===== src/rtl/mu_glb_arb_pkg.sv =====
// Shared types and constants for the matrix-unit / global-buffer request arbiter.
package mu_glb_arb_pkg;
  localparam int NUM_REQ     = 2;
  localparam int ARB_ADDR_W  = 21;
  localparam int ARB_SIZE_W  = 4;
  localparam int ARB_SRC_W   = 7;
  localparam int REQ_TAG_BIT = ARB_SRC_W - 1;

  typedef struct packed {
    logic [ARB_ADDR_W-1:0] addr;
    logic [ARB_SIZE_W-1:0] size;
    logic [ARB_SRC_W-1:0]  source;
  } tl_a_req_t;
endpackage


===== src/rtl/mu_glb_outstanding_ctr.sv =====
// Per-requester outstanding-read counter; saturates at zero and flags underflow.
module mu_glb_outstanding_ctr #(
  parameter int MAX_OUT = 8,
  parameter int CW      = $clog2(MAX_OUT + 1)
) (
  input  logic          clk,
  input  logic          rst_n,
  input  logic          inc,
  input  logic          dec,
  output logic [CW-1:0] cnt,
  output logic          full,
  output logic          empty,
  output logic          underflow
);
  assign full      = (cnt >= CW'(MAX_OUT));
  assign empty     = (cnt == '0);
  assign underflow = dec && empty;

  always_ff @(posedge clk or negedge rst_n) begin
    if (!rst_n)                     cnt <= '0;
    else if (inc && !dec)           cnt <= cnt + 1'b1;
    else if (dec && !inc && !empty) cnt <= cnt - 1'b1;
  end
endmodule


===== src/rtl/mu_glb_req_arbiter.sv =====
// Two-requester round-robin arbiter onto the unified MU/GLB request port,
// with tag-based response routing and per-requester outstanding limits.
module mu_glb_req_arbiter
  import mu_glb_arb_pkg::*;
#(
  parameter int ADDR_W  = ARB_ADDR_W,
  parameter int SIZE_W  = ARB_SIZE_W,
  parameter int SRC_W   = ARB_SRC_W,
  parameter int DATA_W  = 256,
  parameter int MAX_OUT = 8
) (
  input  logic              clk_in,
  input  logic              reset_n,
  input  logic              r0_a_valid,
  output logic              r0_a_ready,
  input  logic [ADDR_W-1:0] r0_a_addr,
  input  logic [SIZE_W-1:0] r0_a_size,
  input  logic [SRC_W-2:0]  r0_a_source,
  output logic              r0_d_valid,
  input  logic              r0_d_ready,
  output logic [DATA_W-1:0] r0_d_data,
  output logic [SIZE_W-1:0] r0_d_size,
  output logic [SRC_W-2:0]  r0_d_source,
  output logic [2:0]        r0_d_opcode,
  input  logic              r1_a_valid,
  output logic              r1_a_ready,
  input  logic [ADDR_W-1:0] r1_a_addr,
  input  logic [SIZE_W-1:0] r1_a_size,
  input  logic [SRC_W-2:0]  r1_a_source,
  output logic              r1_d_valid,
  input  logic              r1_d_ready,
  output logic [DATA_W-1:0] r1_d_data,
  output logic [SIZE_W-1:0] r1_d_size,
  output logic [SRC_W-2:0]  r1_d_source,
  output logic [2:0]        r1_d_opcode,
  output logic              out_a_valid,
  input  logic              out_a_ready,
  output logic [ADDR_W-1:0] out_a_addr,
  output logic [SIZE_W-1:0] out_a_size,
  output logic [SRC_W-1:0]  out_a_source,
  input  logic              out_d_valid,
  output logic              out_d_ready,
  input  logic [DATA_W-1:0] out_d_data,
  input  logic [SIZE_W-1:0] out_d_size,
  input  logic [SRC_W-1:0]  out_d_source,
  input  logic [2:0]        out_d_opcode,
  output logic              busy,
  output logic              err
);
  localparam int CW = $clog2(MAX_OUT + 1);

  logic [NUM_REQ-1:0]         a_valid, elig, a_fire, d_fire, full, empty, uflow;
  logic [NUM_REQ-1:0][CW-1:0] cnt;
  logic                       rr, gnt, slot_open, tag;
  tl_a_req_t                  slot;

  assign a_valid   = {r1_a_valid, r0_a_valid};
  assign elig      = a_valid & ~full;
  assign slot_open = !out_a_valid || out_a_ready;

  // Pointer decides only on a tie; a lone eligible requester always wins.
  always_comb begin
    gnt = rr;
    if (elig[0] && !elig[1])      gnt = 1'b0;
    else if (elig[1] && !elig[0]) gnt = 1'b1;
  end

  assign r0_a_ready = reset_n && slot_open && !gnt && elig[0];
  assign r1_a_ready = reset_n && slot_open &&  gnt && elig[1];
  assign a_fire     = {r1_a_ready && r1_a_valid, r0_a_ready && r0_a_valid};

  always_ff @(posedge clk_in or negedge reset_n) begin
    if (!reset_n) begin
      slot        <= '0;
      out_a_valid <= 1'b0;
      rr          <= 1'b0;
    end else if (|a_fire) begin
      out_a_valid <= 1'b1;
      slot.addr   <= gnt ? r1_a_addr : r0_a_addr;
      slot.size   <= gnt ? r1_a_size : r0_a_size;
      slot.source <= {gnt, (gnt ? r1_a_source : r0_a_source)};
      rr          <= !gnt;
    end else if (out_a_ready) begin
      out_a_valid <= 1'b0;
    end
  end

  assign out_a_addr   = slot.addr;
  assign out_a_size   = slot.size;
  assign out_a_source = slot.source;

  assign tag         = out_d_source[SRC_W-1];
  assign r0_d_valid  = out_d_valid && !tag;
  assign r1_d_valid  = out_d_valid &&  tag;
  assign out_d_ready = tag ? r1_d_ready : r0_d_ready;
  assign d_fire      = {r1_d_valid && r1_d_ready, r0_d_valid && r0_d_ready};

  assign r0_d_data   = out_d_data;
  assign r1_d_data   = out_d_data;
  assign r0_d_size   = out_d_size;
  assign r1_d_size   = out_d_size;
  assign r0_d_source = out_d_source[SRC_W-2:0];
  assign r1_d_source = out_d_source[SRC_W-2:0];
  assign r0_d_opcode = out_d_opcode;
  assign r1_d_opcode = out_d_opcode;

  for (genvar g = 0; g < NUM_REQ; g++) begin : gen_ctr
    mu_glb_outstanding_ctr #(.MAX_OUT(MAX_OUT), .CW(CW)) u_ctr (
      .clk      (clk_in),
      .rst_n    (reset_n),
      .inc      (a_fire[g]),
      .dec      (d_fire[g]),
      .cnt      (cnt[g]),
      .full     (full[g]),
      .empty    (empty[g]),
      .underflow(uflow[g])
    );
  end

  always_ff @(posedge clk_in or negedge reset_n) begin
    if (!reset_n)    err <= 1'b0;
    else if (|uflow) err <= 1'b1;
  end

  assign busy = out_a_valid || !(&empty);
endmodule


===== config.mk =====
export PLATFORM = sky130hd
export DESIGN_NAME = mu_glb_req_arbiter
export DESIGN_NICKNAME = d
export VERILOG_FILES = /design/src/rtl/mu_glb_arb_pkg.sv /design/src/rtl/mu_glb_outstanding_ctr.sv /design/src/rtl/mu_glb_req_arbiter.sv
export SDC_FILE = /design/constraint.sdc
export NUM_CORES = 1
export LEC_CHECK = 0
export CORE_AREA = 2 2 361 363
export CTS_CLUSTER_DIAMETER = 60
export DETAILED_ROUTE_END_ITERATION = 8
export DIE_AREA = 0 0 363 365
export DONT_BUFFER_PORTS = 1
export PLACE_DENSITY = 0.3
export SLEW_MARGIN = 20
export SYNTH_ARGS = -nofsm -noshare
export SYNTH_HDL_FRONTEND = slang
export SYNTH_SLANG_ARGS = --single-unit
export TNS_END_PERCENT = 20

===== constraint.sdc =====
create_clock -name clk_in -period 2.3 [get_ports clk_in]
set_clock_uncertainty 0.15 [all_clocks]
set_input_delay 0.115 -clock clk_in [delete_from_list [all_inputs] [get_ports clk_in]]
set_output_delay 0.115 -clock clk_in [all_outputs]
set_load 0.1 [all_outputs]

==> results.py, run 1 <==
metrics = {
    "clock_network": {
        "clock_sinks": 43,
        "cts_inserted_buffers": 5,
        "number_of_buffers_added_for_setup_after_cts": 0,
        "clockBufferDepth": 2,
        "cts_tree": "yes",
        "clkSlewWorstSetupHoldPaths_ns": 0.07,
        "clock_insertion_delay_worst_skew_ns": 0.31,
        "cts.htree.levels": 2,
        "cts_root_buf": "sky130_fd_sc_hd__clkbuf_16",
    },
    "critical_path": {
        "worst_setup_path_end_kind": "output pin",
        "worstPathRequired_ns": 2.04,
        "path_max_fanout": 4,
        "crit_path_start_kind": "flop",
        "crit_arrival_ns": 1.94,
        "crit_slowest_cell": "sky130_fd_sc_hd__or4_1",
        "crit_chain": "or4_1 > or3b_1 > buf_12",
        "critPathMaxStageDelay_ns": 0.56,
        "category_of_the_most_critical_setup_path": "flop to output pin",
    },
    "die": {
        "die_h_um": 365,
        "num_rows": 132,
        "core_area_um2": 129000,
        "io_pins": 918,
        "die_width_um": 363,
        "start_util": 0.0476,
        "dieArea_um2": 132000,
    },
    "power_and_ir_drop": {
        "cellPowerDensity_nw_per_um2": 1130,
        "power.leakage_nw": 1.61,
        "maximum_resistive_drop_on_vdd_mv": 0.764,
    },
    "logic_synthesis": {
        "post-synth-top-area-fraction": 0.659,
        "mappedNetlistArea_um2": 6130,
        "largest_cells_by_area_after_synthesis": "sky130_fd_sc_hd__buf_4 66%, sky130_fd_sc_hd__dfrtp_1 18%, sky130_fd_sc_hd__a222oi_1 5.1%",
        "mappedNetlistNets": 1057,
        "synthCells": 711,
        "ys_ff_latch": 43,
        "yosysWarningCount": 0,
        "seq_area_frac_synth": 0.176,
        "syn-mean-instance-area_um2": 8.62,
        "cell_taking_the_most_area_after_synthesis": "sky130_fd_sc_hd__buf_4",
        "synth.distinct_cells": 40,
    },
    "placed_design": {
        "dp_hpwl_um": 41000,
        "routability_cong": 0.670,
        "place_area_um2": 4540,
        "portBuffers": 0,
        "placedCellCount": 1882,
    },
    "global_routing": {
        "antenna_found_initial": 4,
        "grt_first_pass_wirelength_um": 51200,
        "number_of_global_route_vias_before_repair": 3087,
        "grtUsageTotal": 0.0642,
        "grt_start_max_net_pins": 45,
        "global_route.overflow_total": 0,
    },
    "cells_and_area": {
        "design.final.nets": 629,
        "non_filler_cells_final": 1962,
        "areaGrowthSynthToFinish_pct": -11.6,
        "stdcell_area_um2": 5420,
        "post_layout_util": 0.0421,
        "drive_gt1_frac": 0.254,
    },
    "detailed_routing": {
        "route.vias.total": 2768,
        "route.detailed.vias_per_inst": 1.41,
        "detailedRoute.firstIterationViolations": 173,
        "drt_total_wl_um": 45200,
        "routedWlPerCell_um": 23.0,
        "drt_drc_violations_left": 0,
        "drtAntennaViolNets": 0,
        "drt-pass1-iter-count": 5,
    },
    "timing": {
        "max_slew_margin": 0.528,
        "max_clock_freq_mhz": 454,
        "finalCritPeriodShare": 0.958,
        "slew_viol_final": 0,
        "grt_setup_unrepaired": "no",
        "worst_pin_slew_ns": 0.708,
        "timing.final.setup_violations": 0,
        "hold_viol_final": 0,
        "final.min_clock_period_ns": 2.20,
        "timing.hold.ws_ns": 0.0230,
    },
    "status": {
        "outcome": "complete, no violations",
    },
    "min_path": {
        "holdCritPathClass": "input pin to flop",
    },
    "run": {
        "drv.max_cap_violation_count": 0,
    },
}
[registers in the layout, summed over array words and instances, names as in the netlist]
name,cells
out_a_source,7
out_a_addr,21
out_a_valid,1
err,1
out_a_size,4
gen_ctr.u_ctr.cnt,8
rr,1
[kinds of logic after synthesis]
kind of cell             Yosys count  synth area share
AO/OA/AOI/OAI                     45            0.0692
adder cells (fa/ha/maj)            6            0.0147
XOR/XNOR                           5           0.00715
multiplexers                       8            0.0180
buffers and inverters            582             0.688
AND/OR/NAND/NOR                   22            0.0270
flip-flops                        43             0.176
[worst paths after layout]
kind,cells after the start,endpoint,slack [ns],from
min,3,gen_ctr[1].u_ctr.cnt[3],0.02,out_d_source[6]
max,3,busy,0.1,gen_ctr[1].u_ctr.cnt[0]
min reg2reg,2,out_a_addr[8],0.37,out_a_addr[8]
min in group asynchronous,2,out_a_addr[6],0.17,reset_n
max in group asynchronous,2,out_a_valid,1.57,reset_n
max reg2reg,8,gen_ctr[0].u_ctr.cnt[3],0.15,out_a_valid
[critical path: cells and delay by family, from the launching register on]
kind,cells,cell delay (ns)
buffers and inverters,1,0.19
DFF,1,0.44
and+or+nand+nor,2,0.98
[Yosys cell counts]
master / n
sky130_fd_sc_hd__nor2_1: 1
sky130_fd_sc_hd__and4_1: 1
sky130_fd_sc_hd__o211ai_1: 2
sky130_fd_sc_hd__mux2_2: 1
sky130_fd_sc_hd__ha_1: 4
sky130_fd_sc_hd__xor2_1: 2
sky130_fd_sc_hd__buf_2: 10
sky130_fd_sc_hd__and2_1: 1
sky130_fd_sc_hd__nand2b_4: 1
sky130_fd_sc_hd__o21ai_0: 1
sky130_fd_sc_hd__nand2_1: 3
sky130_fd_sc_hd__fa_1: 2
sky130_fd_sc_hd__a2111oi_0: 1
sky130_fd_sc_hd__a21boi_0: 1
sky130_fd_sc_hd__a21oi_1: 3
sky130_fd_sc_hd__and2b_4: 1
sky130_fd_sc_hd__a31oi_1: 1
sky130_fd_sc_hd__mux2_1: 2
sky130_fd_sc_hd__a222oi_1: 31
sky130_fd_sc_hd__or3b_1: 1
sky130_fd_sc_hd__nor2b_4: 1
sky130_fd_sc_hd__mux2i_4: 1
sky130_fd_sc_hd__mux2_4: 2
sky130_fd_sc_hd__dfrtp_1: 43
sky130_fd_sc_hd__inv_1: 33
sky130_fd_sc_hd__a21o_1: 4
sky130_fd_sc_hd__nand2b_1: 1
sky130_fd_sc_hd__xnor2_1: 3
sky130_fd_sc_hd__buf_4: 538
sky130_fd_sc_hd__mux2i_1: 1
sky130_fd_sc_hd__nor4_1: 1
sky130_fd_sc_hd__mux2i_2: 1
sky130_fd_sc_hd__nand3b_1: 2
sky130_fd_sc_hd__nor2b_1: 2
sky130_fd_sc_hd__nand3_1: 3
sky130_fd_sc_hd__nand4b_1: 1
sky130_fd_sc_hd__nand3_4: 1
sky130_fd_sc_hd__o2111ai_4: 1
sky130_fd_sc_hd__or4_1: 1
sky130_fd_sc_hd__inv_2: 1
[power breakdown]
part	internal (W)	switching, W
clock network	0.000409	0.000387
registers	0.00112	0.000307
logic	0.00100	0.00291
[metrics by stage]
stage                     TNS (ns)  power, W  setup WS (ns)
after floorplan             -0.915   0.00876         -0.263
after global placement           0   0.00521          0.124
after detailed placement         0   0.00525         0.0766
after CTS                        0   0.00626         0.0403
after global routing             0   0.00651         0.0113
final                            0   0.00614         0.0963
[layer usage]
layer / GRT usage / part of all wire
met1: 0.0232 / 0.13
met2: 0.101 / 0.44
met3: 0.113 / 0.37
met4: 0.0315 / 0.052
met5: 0.000363 / 0.00029
[cell usage in the layout (no fill, tap or decap), drive strengths merged, types with 3 or more instances in the layout]
master | synthesis | routed
a21o | 4 | 4
buf | 548 | 45
nand3 | 4 | 4
nand2 | 3 | 3
dfrtp | 43 | 43
mux2 | 5 | 5
xnor2 | 3 | 3
inv | 34 | 35
diode | 0 | 3
clkbuf | 0 | 5
nor2b | 3 | 3
mux2i | 3 | 3
a222oi | 31 | 31
a21oi | 3 | 3
dlygate4sd3 | 0 | 68
ha | 4 | 4
[final cells by class]
| cell class | instances | area [um2] |
|---|---|---|
| diodes | 3 | 7.51 |
| clock buffers | 5 | 125 |
| clock inverters | 3 | 23.8 |
| fillers | 15100 | 123000 |
| inverters | 34 | 128 |
| multi-input cells | 86 | 888 |
| flip-flops and latches | 43 | 1080 |
| well taps | 1675 | 2100 |
| repair buffers | 113 | 1070 |
[timing repair]
item                                   in CTS  in global routing
hold buffers                               69                  0
cloned                                      0                  0
setup endpoints to repair                   1                  2
endpoints found under the hold margin      80                  0
gates resized for setup                     1                  2
Note: power is estimated with default switching activity, not from simulation.
==> inputs of run 2 (changes only) <==
==> constraint.sdc (replaced) <==
create_clock -name clk_in -period 2 [get_ports clk_in]
set_clock_uncertainty 0.15 [all_clocks]
set_input_delay 0.1 -clock clk_in [delete_from_list [all_inputs] [get_ports clk_in]]
set_output_delay 0.1 -clock clk_in [all_outputs]
set_load 0.1 [all_outputs]
==> results.py, run 2 (synthesis gave the netlist of run 1 again) <==
metrics = {
    "clock_network": {
        "cts_tree": "yes",
        "cts.htree.levels": 2,
        "clock_insertion_delay_worst_skew_ns": 0.32,
        "clockBufferDepth": 2,
        "cts_inserted_buffers": 5,
        "clkSlewWorstSetupHoldPaths_ns": 0.07,
        "clock_sinks": 43,
        "cts_root_buf": "sky130_fd_sc_hd__clkbuf_16",
    },
    "timing": {
        "final.min_clock_period_ns": 2.17,
        "worst_slack_ns": -0.167,
        "worst_pin_slew_ns": 0.654,
        "finalSetupTns_ns": -0.965,
        "hold_viol_final": 0,
        "finalCritPeriodShare": 1.08,
        "max_slew_margin": 0.566,
        "slew_viol_final": 0,
        "timing.final.setup_violations": 10,
        "max_clock_freq_mhz": 461,
        "grt_setup_unrepaired": "yes",
    },
    "detailed_routing": {
        "drtAntennaViolNets": 0,
        "drt_drc_violations_left": 0,
        "drt_total_wl_um": 47600,
        "drt-pass1-iter-count": 8,
        "routedWlPerCell_um": 24.0,
        "route.vias.total": 2945,
        "route.detailed.vias_per_inst": 1.49,
        "detailedRoute.firstIterationViolations": 261,
    },
    "cells_and_area": {
        "drive_gt1_frac": 0.338,
        "design.final.nets": 650,
        "n_antenna_cell": 0,
        "largest_reg_flops": 21,
        "fillCellCount": 15100,
        "mostFrequentLayoutCell": "sky130_fd_sc_hd__dlygate4sd3_1",
        "layout_common_cells": "68 x sky130_fd_sc_hd__dlygate4sd3_1, 54 x sky130_fd_sc_hd__buf_4, 41 x sky130_fd_sc_hd__dfrtp_1",
        "non_filler_cells_final": 1980,
        "areaGrowthSynthToFinish_pct": -6.35,
    },
    "critical_path": {
        "critPathMaxStageDelay_ns": 0.64,
        "reg2reg_depth": 8,
        "category_of_the_most_critical_setup_path": "input pin to flop",
        "critPathCapture": "gen_ctr[0].u_ctr.cnt[3]",
        "register_to_register_setup_slack_ns": -0.14,
        "r2r-end": "gen_ctr[0].u_ctr.cnt[3]",
        "worst_setup_path_end_kind": "flop",
        "crit_chain": "dlygate4sd3_1 > nand2b_4 > and4_4 > nand2_8 > ha_4 > a21o_1 > a2111oi_4 > mux2i_1 > xnor2_1",
        "crit_path_start_kind": "input pin",
        "timing.critical_path.from": "out_a_ready",
        "path_max_fanout": 3,
        "worstPathRequired_ns": 2.06,
        "crit_arrival_ns": 2.23,
        "crit_slowest_cell": "sky130_fd_sc_hd__dlygate4sd3_1",
        "r2r-start": "out_a_valid",
    },
    "die": {
        "core_area_um2": 129000,
        "die_width_um": 363,
        "num_rows": 132,
        "die_h_um": 365,
        "dieArea_um2": 132000,
        "start_util": 0.0476,
        "io_pins": 918,
    },
    "placed_design": {
        "dp_hpwl_um": 43300,
        "routability_cong": 0.681,
        "placedCellCount": 1896,
        "portBuffers": 0,
    },
    "run": {
        "drv.max_cap_violation_count": 0,
    },
    "global_routing": {
        "antenna_found_initial": 2,
        "grtUsageTotal": 0.0678,
        "number_of_global_route_vias_before_repair": 3150,
        "grt_first_pass_wirelength_um": 53600,
        "grt_start_max_net_pins": 45,
        "global_route.overflow_total": 0,
    },
    "status": {
        "failing_checks": "negative setup slack",
        "outcome": "finished with violations",
    },
    "power_and_ir_drop": {
        "post-layout-total-power_w": 0.00755,
        "cellPowerDensity_nw_per_um2": 1320,
        "maximum_resistive_drop_on_vdd_mv": 1.28,
        "power.leakage_nw": 1.77,
    },
    "min_path": {
        "holdCritPathClass": "input pin to output pin",
        "worst_hold_startpoint": "out_d_data[121]",
    },
}
-- run 2: changes by cell type in the layout (fill, tap and decap cells not counted), moves of 2 or more --
| cell | delta |
|---|---|
| sky130_fd_sc_hd__buf_4 | +13 |
| sky130_fd_sc_hd__clkinvlp_4 | -2 |
| sky130_fd_sc_hd__buf_6 | +4 |
| sky130_fd_sc_hd__diode_2 | -3 |
| sky130_fd_sc_hd__fa_1 | -2 |
| sky130_fd_sc_hd__mux2_4 | +2 |
| sky130_fd_sc_hd__buf_16 | +2 |
| sky130_fd_sc_hd__fa_2 | +2 |
| sky130_fd_sc_hd__buf_12 | +2 |
| sky130_fd_sc_hd__mux2_1 | -2 |
-- run 2: area by class of cell --
type                    count  area [um2]  area share
flip-flops and latches     43        1080       0.188
inverters                  34         130      0.0227
clock buffers               5         125      0.0218
clock inverters             3        43.8     0.00763
repair buffers            134        1310       0.227
well taps                1675        2100       0.365
multi-input cells          86         956       0.167
-- run 2: timing repair --
action	4_1_cts	5_1_grt
buffers inserted	2	5
pin swaps	3	35
hold endpoints to repair	79	0
resized for setup	22	4
endpoints found under the setup margin	10	20
hold buffers	69	0
-- run 2: power breakdown --
part	total [W]	internal (W)	switching [W]	leakage, nW
Combinational	0.00492	0.00146	0.00346	1.17
Sequential	0.00160	0.00129	0.000307	0.524
Clock	0.00103	0.000592	0.000438	0.0838
Total	0.00755	0.00334	0.00420	1.77
-- run 2: how the worst min path moves through the flow --
stage,cells past startpoint,slack [ns],to
CTS,3,0.02,out_a_valid
finish,0,0.05,r0_d_data[121]
detailed placement,0,-0.34,out_a_size[2]
global route,3,0.05,out_a_valid
floorplan,0,-0.35,err
global placement,0,-0.34,out_a_size[2]
-- run 2: through the flow --
step                      hold slack (ns)  setup slack [ns]    util  cell area, um2
final                              0.0500            -0.167  0.0446            5740
after global routing               0.0468            -0.230  0.0446            5740
after CTS                          0.0246            -0.179  0.0441            5680
after detailed placement           -0.344            -0.147  0.0365            4700
after global placement             -0.344            -0.141  0.0365            4700
after floorplan                    -0.346            -0.562       -            6250
-- run 2: critical path, delay by kind of cell --
family / cells / cell delay [ns]
and+or+nand+nor: 3 / 0.51
AOI/OAI and AO/OA: 2 / 0.47
muxes: 1 / 0.13
xor gates and xnor gates: 1 / 0.14
buffers and inverters: 1 / 0.64
adders and majority gates: 1 / 0.23
-- run 2: routing by layer --
metal,global-route usage,vias up,wire length (um)
li1,-,917,-
met1,0.0228,1128,5610
met2,0.108,766,21700
met3,0.123,134,18300
met4,0.0287,0,1960
met5,0,-,0
